[config.mk]
export PLATFORM = sky130hd
export DESIGN_NAME = spi_frame_rx
export DESIGN_NICKNAME = d
export VERILOG_FILES = /design/src/rtl/e155_fp_pkg.sv /design/src/rtl/sync_ff.sv /design/src/rtl/spi_frame_rx.sv
export SDC_FILE = /design/constraint.sdc
export NUM_CORES = 1
export LEC_CHECK = 0
export ABC_CLOCK_PERIOD_IN_PS = 4520
export BUFFER_PORTS_ARGS = -buffer_cell sky130_fd_sc_hd__buf_2
export CELL_PAD_IN_SITES_DETAIL_PLACEMENT = 1
export CELL_PAD_IN_SITES_GLOBAL_PLACEMENT = 2
export CORE_MARGIN = 10
export CORE_UTILIZATION = 42
export DETAILED_ROUTE_END_ITERATION = 8
export PLACE_DENSITY_LB_ADDON = 0.1
export SLEW_MARGIN = 25
export SYNTH_ARGS = -nofsm -noshare
export SYNTH_HDL_FRONTEND = slang
export SYNTH_SLANG_ARGS = --single-unit
[constraint.sdc]
create_clock -name int_osc -period 4.52 [get_ports int_osc]
set_input_delay 0.452 -clock int_osc [delete_from_list [all_inputs] [get_ports int_osc]]
set_output_delay 0.452 -clock int_osc [all_outputs]
set_load 0.05 [all_outputs]
[src/rtl/e155_fp_pkg.sv]
// Shared constants and types for the SPI frame receiver.
// Imported by the receiver top level.
package e155_fp_pkg;

    localparam int DEFAULT_FRAME_BITS = 48;
    localparam int SD_BITS            = 8;

    typedef enum logic [1:0] {
        IDLE,
        SHIFT,
        CHECK
    } rx_state_t;

endpackage

[src/rtl/sync_ff.sv]
// Generic N-flop synchronizer for a single asynchronous bit.
// Reset drives every stage to RST_VAL so no false edge follows reset.
module sync_ff #(
    parameter int   STAGES  = 2,
    parameter logic RST_VAL = 1'b0
) (
    input  logic clk,
    input  logic rst_n,
    input  logic d,
    output logic q
);

    logic [STAGES-1:0] chain_q;
    logic [STAGES-1:0] chain_d;

    always_comb begin
        chain_d = {chain_q[STAGES-2:0], d};
    end

    always_ff @(posedge clk or negedge rst_n) begin
        if (!rst_n) begin
            chain_q <= {STAGES{RST_VAL}};
        end else begin
            chain_q <= chain_d;
        end
    end

    assign q = chain_q[STAGES-1];

endmodule

[src/rtl/spi_frame_rx.sv]
// SPI mode-0 frame receiver: oversamples sck/sdi/cs_n on int_osc,
// checks the bit count and presents each good frame with a valid pulse.
module spi_frame_rx
    import e155_fp_pkg::*;
#(
    parameter int FRAME_BITS  = DEFAULT_FRAME_BITS,
    parameter int SYNC_STAGES = 2
) (
    input  logic                  int_osc,
    input  logic                  reset_n,
    input  logic                  sck,
    input  logic                  sdi,
    input  logic                  cs_n,
    output logic [FRAME_BITS-1:0] frame,
    output logic                  frame_valid,
    output logic                  frame_new,
    output logic                  frame_err,
    output logic                  busy
);

    localparam int CW = $clog2(FRAME_BITS + 2);
    localparam logic [CW-1:0] CNT_FULL = CW'(FRAME_BITS);
    localparam logic [CW-1:0] CNT_SAT  = CW'(FRAME_BITS + 1);

    logic sck_s;
    logic sdi_s;
    logic cs_s;

    sync_ff #(.STAGES(SYNC_STAGES), .RST_VAL(1'b0)) u_sync_sck (
        .clk   (int_osc),
        .rst_n (reset_n),
        .d     (sck),
        .q     (sck_s)
    );

    sync_ff #(.STAGES(SYNC_STAGES), .RST_VAL(1'b0)) u_sync_sdi (
        .clk   (int_osc),
        .rst_n (reset_n),
        .d     (sdi),
        .q     (sdi_s)
    );

    sync_ff #(.STAGES(SYNC_STAGES), .RST_VAL(1'b1)) u_sync_cs (
        .clk   (int_osc),
        .rst_n (reset_n),
        .d     (cs_n),
        .q     (cs_s)
    );

    rx_state_t             state_q,       state_d;
    logic                  sck_prev_q,    sck_prev_d;
    logic                  cs_prev_q,     cs_prev_d;
    logic                  sck_rise_q,    sck_rise_d;
    logic                  cs_rise_q,     cs_rise_d;
    logic                  cs_fall_q,     cs_fall_d;
    logic [FRAME_BITS-1:0] shreg_q,       shreg_d;
    logic [CW-1:0]         bitcnt_q,      bitcnt_d;
    logic [FRAME_BITS-1:0] frame_q,       frame_d;
    logic                  frame_valid_q, frame_valid_d;
    logic                  frame_new_q,   frame_new_d;
    logic                  frame_err_q,   frame_err_d;
    logic                  busy_q,        busy_d;

    always_comb begin
        state_d       = state_q;
        shreg_d       = shreg_q;
        bitcnt_d      = bitcnt_q;
        frame_d       = frame_q;
        frame_valid_d = 1'b0;
        frame_new_d   = 1'b0;
        frame_err_d   = 1'b0;
        sck_prev_d    = sck_s;
        cs_prev_d     = cs_s;
        sck_rise_d    = sck_s & ~sck_prev_q;
        cs_rise_d     = cs_s & ~cs_prev_q;
        // A select fall seen while CHECK is busy waits for IDLE.
        cs_fall_d     = (~cs_s & cs_prev_q)
                      | (cs_fall_q & (state_q == CHECK));

        unique case (state_q)
            IDLE: begin
                if (cs_fall_q) begin
                    state_d  = SHIFT;
                    shreg_d  = '0;
                    bitcnt_d = '0;
                end
            end
            SHIFT: begin
                if (cs_rise_q) begin
                    state_d = CHECK;
                end else if (sck_rise_q) begin
                    shreg_d = {shreg_q[FRAME_BITS-2:0], sdi_s};
                    if (bitcnt_q != CNT_SAT) begin
                        bitcnt_d = bitcnt_q + CW'(1);
                    end
                end
            end
            CHECK: begin
                state_d = IDLE;
                if (bitcnt_q == CNT_FULL) begin
                    frame_d       = shreg_q;
                    frame_valid_d = 1'b1;
                    frame_new_d   = (shreg_q != frame_q);
                end else begin
                    frame_err_d = 1'b1;
                end
            end
            default: begin
                state_d = IDLE;
            end
        endcase

        busy_d = (state_d == SHIFT);
    end

    always_ff @(posedge int_osc or negedge reset_n) begin
        if (!reset_n) begin
            state_q       <= IDLE;
            sck_prev_q    <= 1'b0;
            cs_prev_q     <= 1'b1;
            sck_rise_q    <= 1'b0;
            cs_rise_q     <= 1'b0;
            cs_fall_q     <= 1'b0;
            shreg_q       <= '0;
            bitcnt_q      <= '0;
            frame_q       <= '0;
            frame_valid_q <= 1'b0;
            frame_new_q   <= 1'b0;
            frame_err_q   <= 1'b0;
            busy_q        <= 1'b0;
        end else begin
            state_q       <= state_d;
            sck_prev_q    <= sck_prev_d;
            cs_prev_q     <= cs_prev_d;
            sck_rise_q    <= sck_rise_d;
            cs_rise_q     <= cs_rise_d;
            cs_fall_q     <= cs_fall_d;
            shreg_q       <= shreg_d;
            bitcnt_q      <= bitcnt_d;
            frame_q       <= frame_d;
            frame_valid_q <= frame_valid_d;
            frame_new_q   <= frame_new_d;
            frame_err_q   <= frame_err_d;
            busy_q        <= busy_d;
        end
    end

    assign frame       = frame_q;
    assign frame_valid = frame_valid_q;
    assign frame_new   = frame_new_q;
    assign frame_err   = frame_err_q;
    assign busy        = busy_q;

endmodule

==> impl_metrics.csv, run 1 <==
group,metric,value,unit
layout,final_nets,508,
floorplanning,fp.dieH,130.6,µm
worst_hold_path,hold_path_class,"in -> async",
grt,grt_util_all_layers,0.1550,
cts,cts_inserted_buffers,17,
grt,grt_max_degree,79,
floorplanning,num_rows,40,
layout,final_cell_count_no_fill,660,
cts,cts.clk_slew.worst_paths,60,ps
floorplanning,io-pin-count,57,
timing,period_share,0.4876,
cts,insertion_delay,410,ps
cts,root_buffer,"clkbuf_16",
grt,grt-ovfl-total,0,
critical_path,reg2regPathDepth,4,
timing,worst_pin_slew,789.4,ps
grt,grt_pass1_vias,3736,
yosys,yosys_warnings,0,
timing,setup_violations,0,
floorplanning,coreArea,12010,µm²
timing,fin_setup_tns,0,ps
cts,clockBufferDepth,2,
timing,rsz0062_at_grt,"false",
place,gp_congestion,0.7478,
cts,htreeDepth,4,
floorplanning,dieArea,17050,µm²
critical_path,critical-path-max-stage-delay,610,ps
place,placedCellCount,628,
power_and_ir_drop,p_leak,2.928,nW
critical_path,crit_path_top_delay_cell,"buf_4",
critical_path,crit_path_end_kind,"flop",
floorplanning,fp.dieW,130.6,µm
flow_run,maxCapViolCount,0,
detailed_routing,first_iter_violations,221,
layout,drive_gt1_frac,0.2827,
power_and_ir_drop,power.density,465.1,nW/µm²
critical_path,critical_path_arrival,2450,ps
yosys,ys_types,34,
power_and_ir_drop,power,2.863,mW
grt,grt_pass1_wl,20200,µm
timing,clock_skew,9.550,ps
run_status,status,"finished, final reports clean",
detailed_routing,drt-wirelength-per-cell,18.14,µm
timing,fin_ws,2316,ps
layout,fin_area,6155,µm²
layout,area_delta_synth_final,19.86,%
layout,n_antenna_cell,0,
place,hpwl,7761,µm
timing,fmax,453.8,MHz
grt,antenna_found_initial,0,
floorplanning,start_util,0.4275,
cts,cts.repair.resized,0,
yosys,synthCells,444,
critical_path,critPathLaunchType,"flop",
yosys,syn_avg_cell_area,11.57,µm²
critical_path,path_cells,"nand2b_2 -> a21o_2 -> buf_4 -> o21ai_0",
critical_path,crit_type,"reg -> reg",
place,place_ws,2322,ps
critical_path,r2r-end,"shreg_q[2]",
cts,clock_sinks,119,
critical_path,cp_max_fo,69,
timing,slew_headroom,0.4737,
yosys,synth-seq-cells,119,
detailed_routing,first_pass_iters,4,
timing,whs,51.75,ps
yosys,synth_top_area_share,0.5653,
yosys,ys_seq_area_frac,0.5807,
critical_path,reg2reg_slack,2320,ps
timing,finalCriticalPeriod,2204,ps
detailed_routing,antenna_left,0,
place,port_buffers,56,
yosys,synth_area_leaders,"dfrtp_1, mux2_2, xnor2_1",
detailed_routing,vias,3393,
timing,slew_violations,0,
cts,cts_hold_buf,0,
timing,final-hold-violation-count,0,
critical_path,worst_ep_required_time,4770,ps
yosys,synth_fp_nets,452,
power_and_ir_drop,ir_worst_vdd,243.5,µV
place,placed_area,5493,µm²
detailed_routing,via_per_inst,5.141,
cts,cts_tree,"yes",
layout,fin_util,0.5124,
yosys,synth_area,5135,µm²
cts,cts_setup_buffers,0,
yosys,yosys.area.top_type,"dfrtp_1",
detailed_routing,wirelength,11970,µm
detailed_routing,drc,0,
critical_path,rr_startpoint,"state_q[0]",
[worst max-delay path by stage]
stage / startpoint / endpoint / slack [ps] / cells after the start
CTS: state_q[0] / shreg_q[2] / 2270 / 4
detailed placement: bitcnt_q[2] / frame[41] / 2320 / 3
global placement: bitcnt_q[2] / frame[41] / 2380 / 3
global route: state_q[0] / shreg_q[34] / 2090 / 4
finish: state_q[0] / shreg_q[2] / 2320 / 4
floorplan: state_q[0] / shreg_q[26] / 3030 / 7
[kinds of logic (layout without fill, tap and decap cells)]
kind of cell / Yosys count / in the layout / synth area share
compound gates: 63 / 63 / 0.07115
fa+ha+maj: 3 / 3 / 0.007311
xor+xnor: 50 / 50 / 0.08528
flops: 119 / 119 / 0.5807
mux: 48 / 48 / 0.1053
buf+inv: 29 / 98 / 0.03241
simple gates: 132 / 132 / 0.1179
[sequential cells by signal (all words and copies together) (netlist names), 2 cells and up]
name                count
bitcnt_q                6
frame                  48
shreg_q                48
state_q                 2
u_sync_cs.chain_q       2
u_sync_sck.chain_q      2
u_sync_sdi.chain_q      2
[report_power, final]
| group | switching [mW] | leakage, nW | internal (mW) |
|---|---|---|---|
| registers | 0.0325 | 1.63 | 1.09 |
| clock network | 0.485 | 0.318 | 1.03 |
| logic | 0.170 | 0.978 | 0.0545 |
| total | 0.688 | 2.93 | 2.17 |
[area by class of cell]
class,instances,area (µm²)
Fill cell,1319,5857
Sequential cell,119,2982
Multi-Input combinational cell,296,1996
Clock buffer,17,425.4
Timing Repair Buffer,59,309.0
Clock inverter,15,232.7
Tap cell,147,183.9
Inverter,7,26.28
[cells in the mapped netlist]
master	number
xnor2_1	50
nand3b_1	1
buf_4	4
and2_1	2
a21o_1	4
nor2b_1	3
buf_6	5
dfstp_2	3
a21oi_1	2
nand4_1	13
mux2_2	43
o21ai_0	43
nand3b_4	1
mux2_1	5
inv_1	7
nand3_1	3
and2b_1	1
clkbuf_1	9
a2111oi_1	1
and4bb_2	1
ha_1	3
a2111oi_2	1
nor2_1	3
a31oi_1	1
o21ai_1	9
a221oi_4	1
and3_1	1
nand2b_2	1
nand3_4	1
nor4_1	3
dfrtp_1	116
a21boi_0	1
nand2_1	98
buf_2	4
[cells in the final DEF (no fill, tap or decap), types with 7 or more instances in the layout]
cell type | netlist | final
dfrtp_1 | 116 | 116
nand2_1 | 98 | 98
buf_2 | 4 | 55
xnor2_1 | 50 | 50
o21ai_0 | 43 | 43
mux2_2 | 43 | 43
clkbuf_16 | 0 | 17
nand4_1 | 13 | 13
o21ai_1 | 9 | 9
inv_1 | 7 | 7
[worst max-delay path, delay by kind of cell, from the launching register on]
kind	cells	cell delay, ps
buffers and inverters	1	610
flip-flops	1	440
AO/OA/AOI/OAI	2	720
AND/OR/NAND/NOR	1	250
[routing by layer]
layer,up-vias,wire length [µm],track usage
li1,1609,-,-
met1,1717,5497,0.1968
met2,54,5795,0.2447
met3,13,520,0.04512
met4,0,157,0.06017
met5,-,0,0
Power figures use the tool's default switching activity.
==> run 2, diff against run 1 <==
Settings changed: ABC_CLOCK_PERIOD_IN_PS 4520 to 2100, CORE_UTILIZATION 42 to 39.
Clock period 4.52 ns to 2.1 ns, I/O delays scaled along.
==> run 2 against run 1 <==
  * Final area grew 2.7%
  * First-iteration DRC count is 21% lower
  * Critical path depth grew 1
  * Register-to-register slack got worse by 1900 ps
  * Clock-buffer cell count rose by 2
  * Largest cell class unchanged
  * Power up 120%
==> impl_metrics.csv, run 2 (synthesized netlist as in run 1, its figures left out) <==
group,metric,value,unit
cts,insertion_delay,420,ps
worst_hold_path,hold_path_class,"in -> async",
critical_path,worst-path-buf-inv,2,
critical_path,critical-path-max-stage-delay,420,ps
grt,grt_util_all_layers,0.1460,
layout,n_antenna_cell,0,
power_and_ir_drop,p_leak,2.986,nW
cts,cts_tree,"yes",
grt,grt-ovfl-total,0,
grt,antenna_found_initial,0,
layout,final_nets,516,
detailed_routing,drc,0,
timing,worst_pin_slew,541.9,ps
critical_path,rr_startpoint,"bitcnt_q[0]",
grt,grt_pass1_vias,3708,
critical_path,crit_type,"reg -> reg",
grt,grt_pass1_wl,20510,µm
place,hpwl,8440,µm
floorplanning,fp.dieW,134.7,µm
place,gp_congestion,0.7701,
floorplanning,fp.dieH,134.7,µm
layout,fin_util,0.4950,
cts,clockBufferDepth,2,
run_status,status,"finished, final reports clean",
cts,cts.repair.resized,0,
cts,clock_sinks,119,
critical_path,crit_path_end_kind,"flop",
timing,setup_violations,0,
critical_path,cp_max_fo,23,
timing,slew_violations,0,
cts,root_buffer,"clkbuf_16",
detailed_routing,drt-wirelength-per-cell,17.99,µm
timing,fin_setup_tns,0,ps
floorplanning,io-pin-count,57,
layout,drive_gt1_frac,0.2860,
place,placed_area,5604,µm²
floorplanning,start_util,0.4020,
layout,final_cell_mix,"dfrtp_1, nand2_1, buf_2",
timing,rsz0062_at_grt,"false",
detailed_routing,antenna_left,0,
critical_path,crit_path_top_delay_cell,"dfrtp_1",
floorplanning,num_rows,41,
layout,fillers,1374,
detailed_routing,first_pass_iters,4,
power_and_ir_drop,power.density,992.5,nW/µm²
timing,slew_headroom,0.6387,
timing,fmax,591.2,MHz
critical_path,critPathLaunchType,"flop",
timing,final-hold-violation-count,0,
critical_path,crit_family,"buffers and inverters",
detailed_routing,vias,3408,
detailed_routing,first_iter_violations,175,
cts,cts_inserted_buffers,17,
power_and_ir_drop,ir_worst_vdd,412.3,µV
critical_path,worst_ep_required_time,2400,ps
cts,htreeDepth,4,
cts,cts.clk_slew.worst_paths,50,ps
grt,grt_max_degree,93,
timing,period_share,0.8055,
place,port_buffers,56,
layout,final_common_cell,"dfrtp_1",
floorplanning,dieArea,18160,µm²
flow_run,maxCapViolCount,0,
critical_path,critical_path_arrival,1990,ps
timing,finalCriticalPeriod,1691,ps
floorplanning,coreArea,12770,µm²
detailed_routing,via_per_inst,4.918,
critical_path,reg2regPathDepth,5,
critical_path,reg2reg_slack,410,ps
detailed_routing,wirelength,12470,µm
layout,fin_area,6322,µm²
layout,area_delta_synth_final,23.12,%
timing,clock_skew,8.218,ps
critical_path,r2r-end,"frame[17]",
critical_path,path_cells,"inv_1 -> ha_1 -> nand3_4 -> buf_4 -> mux2_2",
[run 2: worst max-delay path by stage]
stage / startpoint / to / slack [ps] / cells after the start
3_3_place_gp: state_q[1] / frame[18] / 450 / 4
3_5_place_dp: state_q[1] / frame[17] / 410 / 4
6_report: bitcnt_q[0] / frame[17] / 410 / 5
2_1_floorplan: state_q[0] / shreg_q[26] / 610 / 7
4_1_cts: bitcnt_q[0] / frame[17] / 390 / 5
5_1_grt: bitcnt_q[0] / frame[11] / 330 / 5
[run 2: area by class of cell]
class | count | area, µm² | area share
Clock inverter | 13 | 225.2 | 0.03562
Clock buffer | 19 | 452.9 | 0.07164
Timing Repair Buffer | 67 | 425.4 | 0.06729
Inverter | 7 | 26.28 | 0.004156
Tap cell | 172 | 215.2 | 0.03404
Sequential cell | 119 | 2982 | 0.4716
Multi-Input combinational cell | 296 | 1996 | 0.3157
[run 2: report_power, final]
group / internal [mW] / switching, mW / total [mW]
sequential: 2.36 / 0.0625 / 2.42
combinational: 0.146 / 0.388 / 0.533
clock: 2.28 / 1.04 / 3.32
[run 2: repair_timing]
action	CTS	global route
buffers inserted	0	0
endpoints found under the hold margin	39	0
hold buffers	4	0
[run 2: worst register-to-register path: cells and delay by family, from the launching register on]
| family | cells | cell delay, ps |
|---|---|---|
| buffers and inverters | 2 | 430 |
| flip-flops | 1 | 420 |
| multiplexers | 1 | 400 |
| adder cells (fa/ha/maj) | 1 | 250 |
| AND/OR/NAND/NOR | 1 | 90 |
[run 2: through the flow]
step / hold slack (ps) / cells / power [mW] / setup slack [ps]
2_1_floorplan: -85.59 / 444 / 2.798 / 608.5
3_3_place_gp: 237.8 / 657 / 2.985 / 454.4
3_5_place_dp: 236.6 / 657 / 3.001 / 406.8
4_1_cts: 339.4 / 693 / 6.346 / 393.8
5_1_grt: 363.0 / 693 / 6.517 / 328.8
6_report: 317.0 / 693 / 6.275 / 408.5
[run 2: routing by layer]
metal / global-route usage / wire length, µm / part of all wire
met5: 0 / 0 / 0
met4: 0.05623 / 185 / 0.015
met3: 0.04451 / 550 / 0.044
met2: 0.2225 / 5792 / 0.46
met1: 0.1900 / 5941 / 0.48
==> run 3, diff against run 2 <==
Settings changed: ABC_AREA from default to 1, ABC_CLOCK_PERIOD_IN_PS 2100 to 1500, CORE_UTILIZATION 39 to 32.
Clock period 2.1 ns to 1.5 ns, I/O delays scaled along.
==> run 3 against run 2 <==
  * The run now ends with negative setup slack left
  * Die area is 22% higher
  * Largest cell class unchanged
  * Sequential share of layout area is 3.4 points lower
  * Combinational power grew to 3.8 times the previous value
  * Critical endpoint is now frame[11]
  * Clock-buffer cell count is 4 higher
  * Synthesized area is 3.4% higher
  * Worst setup slack worse by 420 ps
==> impl_metrics.csv, run 3 <==
group,metric,value,unit
run_status,status,"finished, violations left",
run_status,violations,"negative setup slack",
cts,cts.clk_slew.worst_paths,60,ps
grt,grt_util_all_layers,0.1254,
cts,root_buffer,"clkbuf_16",
yosys,yosys_warnings,0,
timing,clock_skew,7.129,ps
yosys,synth-seq-cells,119,
grt,grt-ovfl-total,0,
timing,finalCriticalPeriod,1514,ps
timing,worst_pin_slew,280.6,ps
critical_path,critPathLaunchType,"flop",
layout,fin_util,0.4150,
detailed_routing,first_pass_iters,4,
timing,fin_ws,-14.31,ps
critical_path,crit_top_cell,"inv_2",
timing,final-hold-violation-count,0,
critical_path,crit_type,"reg -> reg",
yosys,yosys.area.top_type,"dfrtp_1",
layout,final_cell_mix,"nand2_1, dfrtp_1, inv_1",
place,gp_congestion,0.6961,
timing,fin_setup_tns,-36.82,ps
critical_path,crit_path_end_kind,"flop",
yosys,syn_avg_cell_area,8.444,µm²
layout,final_common_cell,"nand2_1",
power_and_ir_drop,ir_worst_vdd,1047,µV
floorplanning,num_rows,47,
yosys,synth-main-ff-cell,"dfrtp_1",
cts,htreeDepth,4,
timing,fmax,660.4,MHz
power_and_ir_drop,p_leak,3.280,nW
cts,clock_sinks,119,
place,place_ws,-49.86,ps
layout,n_antenna_cell,0,
layout,drive_gt1_frac,0.2058,
floorplanning,fp.dieW,148.8,µm
detailed_routing,drc,0,
detailed_routing,wirelength,14520,µm
critical_path,crit_family,"buffers and inverters",
critical_path,worst_ep_required_time,1790,ps
detailed_routing,via_per_inst,4.594,
critical_path,crit_path_top_delay_cell,"dfrtp_1",
power_and_ir_drop,power,9.281,mW
floorplanning,fp.dieH,148.8,µm
grt,grt_pass1_wl,22700,µm
place,port_buffers,56,
detailed_routing,antenna_left,0,
critical_path,cp_max_fo,10,
critical_path,critical_path_arrival,1800,ps
cts,insertion_delay,410,ps
worst_hold_path,hold_path_class,"in -> async",
critical_path,worst-path-buf-inv,4,
yosys,synthCells,629,
timing,rsz0062_at_grt,"true",
yosys,ys_types,29,
floorplanning,dieArea,22150,µm²
detailed_routing,vias,4337,
detailed_routing,drt-wirelength-per-cell,15.38,µm
yosys,synth_area,5311,µm²
timing,period_share,1.010,
yosys,yosysMostFrequentCell,"nand2_1",
yosys,synth_fp_nets,637,
cts,cts_tree,"yes",
grt,antenna_found_initial,0,
yosys,synth_area_leaders,"dfrtp_1, nand2_1, o21ai_0",
yosys,ys_seq_area_frac,0.5614,
place,hpwl,8677,µm
timing,setup_violations,6,
yosys,async_flop_share,1.000,
layout,final_nets,719,
detailed_routing,first_iter_violations,161,
critical_path,path_cells,"inv_2 -> ha_4 -> inv_2 -> nor2_4 -> nand4_4 -> buf_12 -> clkbuf_16 -> nand2_1 -> o21ai_0",
cts,cts_inserted_buffers,17,
yosys,synth_common_cells,"nand2_1, dfrtp_1, inv_1, o21ai_0, nand3_1",
floorplanning,start_util,0.3237,
grt,grt_pass1_vias,4543,
power_and_ir_drop,power.density,1363,nW/µm²
yosys,synth_top_area_share,0.5465,
timing,slew_violations,0,
floorplanning,coreArea,16410,µm²
cts,clockBufferDepth,2,
critical_path,critical-path-max-stage-delay,390,ps
timing,slew_headroom,0.8130,
layout,area_delta_synth_final,28.20,%
grt,grt_max_degree,79,
yosys,synth-edff-count,0,
floorplanning,io-pin-count,57,
flow_run,maxCapViolCount,0,
## run 3: cells by family (layout without fill, tap and decap cells)
| logic type | count (synthesis) | in the layout | share of synthesized area |
|---|---|---|---|
| simple gates | 264 | 264 | 0.2080 |
| compound gates | 109 | 109 | 0.1046 |
| buf+inv | 116 | 211 | 0.08928 |
| flops | 119 | 119 | 0.5614 |
| xor+xnor | 18 | 18 | 0.02968 |
| fa+ha+maj | 3 | 3 | 0.007068 |
## run 3: worst paths after layout
| path | cells past startpoint | slack, ps | endpoint | startpoint |
|---|---|---|---|---|
| worst max-delay path | 9 | -10 | frame[11] | bitcnt_q[0] |
| worst min register to register | 0 | 350 | u_sync_sck.chain_q[1] | u_sync_sck.chain_q[0] |
| min in group int_osc | 0 | 350 | u_sync_sck.chain_q[1] | u_sync_sck.chain_q[0] |
| worst max register to register | 9 | -10 | frame[11] | bitcnt_q[0] |
| worst min-delay path | 2 | 160 | frame[24] | reset_n |
| max in group asynchronous | 3 | 790 | frame[7] | reset_n |
## run 3: per-layer routing
metal  wire (µm)  GRT usage
met1        6817     0.1574
met2        7017     0.2031
met3         501    0.03428
met4         179    0.04416
met5           0          0
## run 3: where the power goes
| part | switching, mW | total [mW] | leakage [nW] | internal (mW) |
|---|---|---|---|---|
| combinational | 1.34 | 2.01 | 1.38 | 0.674 |
| clock | 1.45 | 3.84 | 0.272 | 2.39 |
| sequential | 0.0860 | 3.43 | 1.63 | 3.34 |
## run 3: stage by stage
stage / instances / hold slack (ps) / cell area [µm²]
floorplan: 629 / -145.6 / 5329
global placement: 895 / 42.22 / 5941
detailed placement: 895 / 47.58 / 5941
CTS: 931 / 161.2 / 6539
global route: 944 / 190.7 / 6809
finish: 944 / 160.4 / 6809
## run 3: layout make-up
class | instances | area (µm²)
Clock inverter | 9 | 75.07
Fill cell | 1886 | 9598
Timing Repair Buffer | 89 | 723.2
Multi-Input combinational cell | 394 | 1938
Sequential cell | 119 | 2982
Tap cell | 220 | 275.3
Inverter | 90 | 337.8
Clock buffer | 23 | 478.0
## run 3: repair_timing
item                                   4_1_cts  5_1_grt
cloned                                       0        7
setup buffers                                0        6
pin swaps                                    0        3
setup endpoints to repair                   27       60
gates resized for setup                      2       57
hold buffers                                 4        0
endpoints found under the hold margin      119        0
## run 3: worst reg2reg max path, stage by stage (launching register included)
cell,delay [ps]
dfrtp_1,390
inv_2,80
ha_4,130
inv_2,40
nor2_4,140
nand4_4,110
buf_12,170
clkbuf_16,190
nand2_1,60
o21ai_0,80
